==> config.mk <==
export PLATFORM = sky130hd
export DESIGN_NAME = ex_muldiv_unit
export DESIGN_NICKNAME = d
export VERILOG_FILES = /design/src/rtl/muldiv_pkg.sv /design/src/rtl/md_sign_fix.sv /design/src/rtl/ex_muldiv_unit.sv
export SDC_FILE = /design/constraint.sdc
export NUM_CORES = 1
export LEC_CHECK = 0
export ABC_CLOCK_PERIOD_IN_PS = 13060
export CELL_PAD_IN_SITES_DETAIL_PLACEMENT = 1
export CELL_PAD_IN_SITES_GLOBAL_PLACEMENT = 2
export CORE_MARGIN = 2
export CORE_UTILIZATION = 38
export DETAILED_ROUTE_END_ITERATION = 12
export GPL_ROUTABILITY_DRIVEN = 0
export PLACE_DENSITY = 0.85
export SETUP_SLACK_MARGIN = 0.15
export SYNTH_ARGS = -nofsm -noshare
export SYNTH_HDL_FRONTEND = slang
export SYNTH_SLANG_ARGS = --single-unit
==> constraint.sdc <==
create_clock -name clk -period 13.06 [get_ports clk]
set_clock_uncertainty 0.05 [all_clocks]
set_input_delay 1.306 -clock clk [delete_from_list [all_inputs] [get_ports clk]]
set_output_delay 1.306 -clock clk [all_outputs]
set_load 0.01 [all_outputs]
==> src/rtl/muldiv_pkg.sv <==
// rtl/muldiv_pkg.sv - shared encodings, states and helpers for the EX-stage mul/div unit
//
// Purpose : op encodings, FSM state type, iteration count and the
//           divide-by-zero quotient shared by ex_muldiv_unit and its bench.
// Ports   : none (package)

package muldiv_pkg;

   // Operation encodings as driven by the ID/EX register
   localparam logic [1:0] MD_MULT  = 2'b00;
   localparam logic [1:0] MD_MULTU = 2'b01;
   localparam logic [1:0] MD_DIV   = 2'b10;
   localparam logic [1:0] MD_DIVU  = 2'b11;

   // One shift-add or shift-subtract step per operand bit
   localparam int MD_ITER = 32;

   // Quotient returned when the divisor is zero
   localparam logic [31:0] MD_DZ_QUO = 32'hFFFF_FFFF;

   typedef enum logic [1:0] {
      IDLE = 2'b00,
      CALC = 2'b01,
      FIX  = 2'b10
   } md_state_e;

   // Magnitude of a 32-bit operand; unsigned ops pass the raw value.
   // |0x80000000| is 0x80000000, which is correct when read as unsigned.
   function automatic logic [31:0] md_abs(input logic [31:0] v, input logic is_signed);
      return (is_signed && v[31]) ? (~v + 32'd1) : v;
   endfunction

endpackage

==> src/rtl/md_sign_fix.sv <==
// rtl/md_sign_fix.sv - conditional two's-complement negate of a {hi, lo} pair
//
// Purpose : applies result signs in the FIX step. With link_i set the pair is
//           treated as one 64-bit value (product); with link_i clear hi and lo
//           are negated independently (remainder, quotient).
// Ports   :
//   hi_i, lo_i       in  32  unsigned magnitude words
//   neg_hi_i         in  1   negate the hi word
//   neg_lo_i         in  1   negate the lo word
//   link_i           in  1   propagate the lo carry into hi (64-bit negate)
//   hi_o, lo_o       out 32  signed result words

module md_sign_fix (
   input  logic [31:0] hi_i,
   input  logic [31:0] lo_i,
   input  logic        neg_hi_i,
   input  logic        neg_lo_i,
   input  logic        link_i,
   output logic [31:0] hi_o,
   output logic [31:0] lo_o
);

   logic hi_carry;

   always_comb begin
      // -(H:L) = (~H:~L) + 1; the +1 only reaches H when L is zero
      hi_carry = link_i ? (lo_i == 32'd0) : 1'b1;
      lo_o     = neg_lo_i ? (~lo_i + 32'd1) : lo_i;
      hi_o     = neg_hi_i ? (~hi_i + {31'd0, hi_carry}) : hi_i;
   end

endmodule

==> src/rtl/ex_muldiv_unit.sv <==
// rtl/ex_muldiv_unit.sv - iterative MULT/MULTU/DIV/DIVU unit for the EX stage
//
// Purpose : computes a 64-bit {hi, lo} result over ITER shift steps plus one
//           sign-fix step. busy holds the pipeline front; done pulses once
//           when hi/lo are loaded.
// Config  : MULDIV_FAST_MUL_EN - multiplies use a single-cycle array multiply
//           (done one edge after start); divides keep the iterative path.
// Ports   :
//   clk      in  1   clock, rising edge
//   rst_n    in  1   asynchronous active-low reset
//   start    in  1   launch an operation (sampled in IDLE only)
//   cancel   in  1   pipeline flush, aborts any operation
//   op       in  2   00 MULT, 01 MULTU, 10 DIV, 11 DIVU
//   a        in  32  rs operand (multiplicand / dividend)
//   b        in  32  rt operand (multiplier / divisor)
//   busy     out 1   operation in flight
//   done     out 1   one-cycle pulse, hi/lo valid from here
//   hi       out 32  product upper word / remainder
//   lo       out 32  product lower word / quotient

module ex_muldiv_unit
   import muldiv_pkg::*;
#(
   parameter int XLEN = 32,
   parameter int ITER = MD_ITER
) (
   input  logic            clk,
   input  logic            rst_n,
   input  logic            start,
   input  logic            cancel,
   input  logic [1:0]      op,
   input  logic [XLEN-1:0] a,
   input  logic [XLEN-1:0] b,
   output logic            busy,
   output logic            done,
   output logic [XLEN-1:0] hi,
   output logic [XLEN-1:0] lo
);

   localparam logic [5:0] LAST_CNT = 6'(ITER - 1);

   md_state_e         state_q;
   logic [5:0]        cnt_q;
   logic              is_div_q;
   logic              neg_hi_q;
   logic              neg_lo_q;
   logic              dz_q;
   logic [XLEN-1:0]   opnd_q;     // multiplicand or divisor magnitude
   logic [XLEN-1:0]   a_q;        // raw dividend, returned in hi on divide by zero
   logic [2*XLEN-1:0] acc_q;      // {partial product | remainder, multiplier | quotient}
   logic              busy_q;
   logic              done_q;
   logic [XLEN-1:0]   hi_q;
   logic [XLEN-1:0]   lo_q;

   logic              signed_op;
   logic [XLEN-1:0]   mag_a;
   logic [XLEN-1:0]   mag_b;
   logic [XLEN:0]     mul_sum;
   logic [2*XLEN-1:0] mul_next;
   logic [XLEN:0]     div_shift;
   logic [XLEN:0]     div_diff;
   logic [2*XLEN-1:0] div_next;
   logic [XLEN-1:0]   fix_hi;
   logic [XLEN-1:0]   fix_lo;
`ifdef MULDIV_FAST_MUL_EN
   logic [2*XLEN-1:0] fast_prod;
`endif

   always_comb begin
      signed_op = ~op[0];
      mag_a     = md_abs(a, signed_op);
      mag_b     = md_abs(b, signed_op);

      // Shift-add: add the multiplicand into the upper half when the current
      // multiplier bit (acc LSB) is set, then shift the whole pair right.
      mul_sum   = {1'b0, acc_q[2*XLEN-1:XLEN]} + (acc_q[0] ? {1'b0, opnd_q} : '0);
      mul_next  = {mul_sum, acc_q[XLEN-1:1]};

      // Restoring divide: shift the next dividend bit into the remainder and
      // keep the difference only when it did not borrow.
      div_shift = acc_q[2*XLEN-1:XLEN-1];
      div_diff  = div_shift - {1'b0, opnd_q};
      div_next  = div_diff[XLEN] ? {div_shift[XLEN-1:0], acc_q[XLEN-2:0], 1'b0}
                                 : {div_diff[XLEN-1:0],  acc_q[XLEN-2:0], 1'b1};
   end

`ifdef MULDIV_FAST_MUL_EN
   assign fast_prod = {{XLEN{1'b0}}, mag_a} * {{XLEN{1'b0}}, mag_b};
`endif

   // Product: one 64-bit negate. Divide: quotient and remainder separately.
   md_sign_fix u_sign_fix (
      .hi_i     (acc_q[2*XLEN-1:XLEN]),
      .lo_i     (acc_q[XLEN-1:0]),
      .neg_hi_i (neg_hi_q),
      .neg_lo_i (neg_lo_q),
      .link_i   (~is_div_q),
      .hi_o     (fix_hi),
      .lo_o     (fix_lo)
   );

   always_ff @(posedge clk or negedge rst_n) begin
      if (!rst_n) begin
         state_q  <= IDLE;
         cnt_q    <= '0;
         is_div_q <= 1'b0;
         neg_hi_q <= 1'b0;
         neg_lo_q <= 1'b0;
         dz_q     <= 1'b0;
         opnd_q   <= '0;
         a_q      <= '0;
         acc_q    <= '0;
         busy_q   <= 1'b0;
         done_q   <= 1'b0;
         hi_q     <= '0;
         lo_q     <= '0;
      end else if (cancel) begin
         // Flush wins over everything, including a same-edge start or FIX;
         // hi/lo keep the last completed result.
         state_q <= IDLE;
         cnt_q   <= '0;
         busy_q  <= 1'b0;
         done_q  <= 1'b0;
      end else begin
         case (state_q)
            IDLE: begin
               done_q <= 1'b0;
               if (start) begin
                  is_div_q <= op[1];
                  neg_lo_q <= signed_op & (a[XLEN-1] ^ b[XLEN-1]);
                  // Remainder follows the dividend; a product shares one sign
                  neg_hi_q <= op[1] ? (signed_op & a[XLEN-1])
                                    : (signed_op & (a[XLEN-1] ^ b[XLEN-1]));
                  dz_q     <= op[1] & (b == '0);
                  a_q      <= a;
                  opnd_q   <= op[1] ? mag_b : mag_a;
                  cnt_q    <= '0;
                  busy_q   <= 1'b1;
`ifdef MULDIV_FAST_MUL_EN
                  if (op[1]) begin
                     acc_q   <= {{XLEN{1'b0}}, mag_a};
                     state_q <= CALC;
                  end else begin
                     acc_q   <= fast_prod;
                     state_q <= FIX;
                  end
`else
                  acc_q   <= op[1] ? {{XLEN{1'b0}}, mag_a} : {{XLEN{1'b0}}, mag_b};
                  state_q <= CALC;
`endif
               end
            end

            CALC: begin
               acc_q <= is_div_q ? div_next : mul_next;
               cnt_q <= cnt_q + 6'd1;
               if (cnt_q == LAST_CNT) begin
                  state_q <= FIX;
               end
            end

            FIX: begin
               // Divide by zero bypasses sign handling: quotient all ones,
               // remainder is the untouched dividend.
               hi_q    <= dz_q ? a_q : fix_hi;
               lo_q    <= dz_q ? MD_DZ_QUO : fix_lo;
               done_q  <= 1'b1;
               busy_q  <= 1'b0;
               state_q <= IDLE;
            end

            default: begin
               state_q <= IDLE;
               busy_q  <= 1'b0;
               done_q  <= 1'b0;
            end
         endcase
      end
   end

   assign busy = busy_q;
   assign done = done_q;
   assign hi   = hi_q;
   assign lo   = lo_q;

endmodule

==> results.tsv <==
metric	value	unit
status	complete, no violations	
Slew HR	13.0	%
buffers and inverters on the worst path	0	
syn_nets	2145	
switch share	39.6	%
most common cell after layout, fill and taps aside	nand2_1	
Area Overhead vs Synth	17.1	%
first-pass GRT wire length	93700	um
critical path capture point type	flop	
GRT Residual Overflow	0	
vias post-DR	15200	
Mapped Cells	2003	
Clk pwr share	31.1	%
DR vias/cell	5.80	
postcts setup bufs	0	
worst flop-to-flop path startpoint	acc_q[5]	
Pins Over Slew Limit	0	
Setup CP Type	flop to flop	
share of the synthesized area in the top cell type	32.8	%
Slew @ Worst Pin	1.30	ns
antenna viol nets, final	0	
CTS Buf Count	28	
Worst Path Max Fanout	6	
sequential power share	31.7	%
register area share after synthesis	32.8	%
Root Driver	clkbuf_16	
Post-synth top flop	dfrtp_1	
Cells after DPL	2573	
synth warn	0	
first drt pass iteration count	5	
cells on worst reg2reg path	17	
CP startpoint	acc_q[5]	
Die Width	207	um
row cnt	74	
R2R Setup Slk	7.35	ns
H-tree depth	1	
RSZ-0062 raised after global routing	no	
Die Y	207	um
CTS tree	yes	
clk sinks	206	
post-cts gate resize count	0	
CP delay by family, top	simple AND/OR/NAND/NOR gates	
Synth area leader	dfrtp_1	
Int Pwr	1570	uW
Critical Path Slowest Stage Cell	o41ai_1	
worst hold path cell count	2	
# setup viols final	0	
Final nets	2213	
Critical Path RT	13.42	ns
commonest non-fill, non-tap cells in the layout	288 x nand2_1, 233 x nor2_1, 208 x a21oi_1	
Fin Setup TNS	0	ns
overall power	2600	uW
Starting Density	38.5	%
Combinational Power Share	37.1	%
diode count	0	
Worst Hold Launch	hi[17]	
Non-Filler Instances	2622	
Synth area leaders	dfrtp_1 33%, nand2_1 6.9%, a21oi_1 6.6%	
final worst path period share	43.8	%
post-layout util	45.1	%
latest clock arrival within the worst-skew pair	0.58	ns
cells along the critical path	or4_4, nor3_1, nand3_1, or2_2, or3_1, o41ai_1, ha_1, ha_1, nor4b_1, nand2_1, nor4_1, nand3_1, o31ai_1, xor2_1, nor2_1, a21oi_1, o21ai_0	
hold crit path type	flop to flop	
Worst IR Drop VDD	0.102	mV
vias in the first global route	15600	
CP Launch Type	flop	
Yosys cell types	72	
Synth Register Bits	206	
Iteration-0 DRC Markers	959	
routed len/inst	23.1	um
max_cap viols	0	
initial antenna violation count	1	
slowest stage delay, CP	0.61	ns
Worst EP arrival	6.08	ns
Post-DP HPWL	45700	um
hold endpoint	hi[17]	
CTS max path bufs	3	
residual DRC count	0	
Routed Wire Length	60500	um
NetSw	1030	uW
largest net degree at the start of global routing	97	
core area	40800	um^2
PwrDens	141	nW/um^2
Avg Cell Area, Syn	7.85	um^2
leak pwr	0.00808	uW
fraction of layout cells with a size suffix above 1	4.74	%
IO Port Bufs	135	
Final Hold Viols	0	
fraction of registers with async set/reset	100	%
I/O pins	136	
Mapped Area	15700	um^2
clk slew on worst S/H paths	0.06	ns
Overall Global Routing Usage	27.7	%
number of flops mapped to enable cells by yosys	0	
RR Endpoint	hi[28]	
maximum clock rate	0.175	GHz
final worst path period need	5.71	ns
CTS Hold Bufs	0	
die area	43000	um^2
==> final cells by class <==
cell class                 instances  area (um^2)
sequential                       206         5160
inverter                          65          244
fill                            4948        22400
timing repair buffer             156         1510
multi-input combinational       1614         9880
clock inverter                    10          135
tap                              532          666
clock buffer                      39          813
==> per-stage QoR <==
stage                     worst slack [ns]  instance area [um^2]  hold WS (ns)
after CTS                             7.34                 18400         0.429
after global routing                  6.97                 18400         0.451
after detailed placement              7.38                 17500         0.414
final                                 7.35                 18400         0.425
after floorplan                       8.58                 15700         0.395
after global placement                7.51                 17500         0.411
==> worst reg2reg max path, delay by kind of cell, from the launching register on <==
| kind | cells | cell delay [ns] |
|---|---|---|
| adders and majority gates | 2 | 0.48 |
| xor gates and xnor gates | 1 | 0.20 |
| AOI/OAI and AO/OA | 4 | 1.13 |
| and+or+nand+nor | 10 | 3.25 |
| DFF | 1 | 0.44 |
==> synthesized netlist by cell type (all sizes together) (18+ instances only) <==
| master | n |
|---|---|
| a211oi | 19 |
| a21o | 33 |
| a21oi | 208 |
| buf | 18 |
| clkbuf | 100 |
| dfrtp | 206 |
| ha | 70 |
| inv | 65 |
| mux2i | 69 |
| nand2 | 291 |
| nor2 | 236 |
| nor3 | 33 |
| o21ai | 194 |
| o31ai | 32 |
| xnor2 | 73 |
| xor2 | 104 |
==> sequential cells by signal (all words and copies together) (netlist names), 2 cells and up <==
signal,flops
lo,32
hi,32
acc_q,64
state_q,2
a_q,32
cnt_q,6
opnd_q,32
==> per-layer routing <==
layer,GRT usage (%),vias to the layer above,wire length (um)
li1,-,7173,-
met1,37.9,7549,27700
met2,43.8,370,27200
met3,4.67,106,3110
met4,10.8,0,2480
met5,0,-,0
==> cell families after synthesis <==
family	count (synthesis)	synth area share (%)
xor gates and xnor gates	177	9.86
and+or+nand+nor	680	18.7
muxes	74	4.75
AOI/OAI and AO/OA	611	23.5
DFF	206	32.8
adders and majority gates	72	5.83
buffers and inverters	183	4.54
==> power groups by stage <==
stage / sequential [uW] / clock, uW / combinational, uW
2_1_floorplan: 783 / 0 / 694
3_3_place_gp: 829 / 0 / 930
3_5_place_dp: 833 / 0 / 952
4_1_cts: 822 / 824 / 960
5_1_grt: 836 / 848 / 1070
6_report: 825 / 810 / 965
==> how the worst max path moves through the flow <==
stage / to / slack, ns / depth (start not counted)
after floorplan: hi[28] / 8.58 / 20
after global placement: hi[28] / 7.51 / 17
after detailed placement: hi[28] / 7.38 / 17
after CTS: hi[28] / 7.34 / 17
after global routing: hi[28] / 6.97 / 17
final: hi[28] / 7.35 / 17
Note: power is estimated with default switching activity, not from simulation.
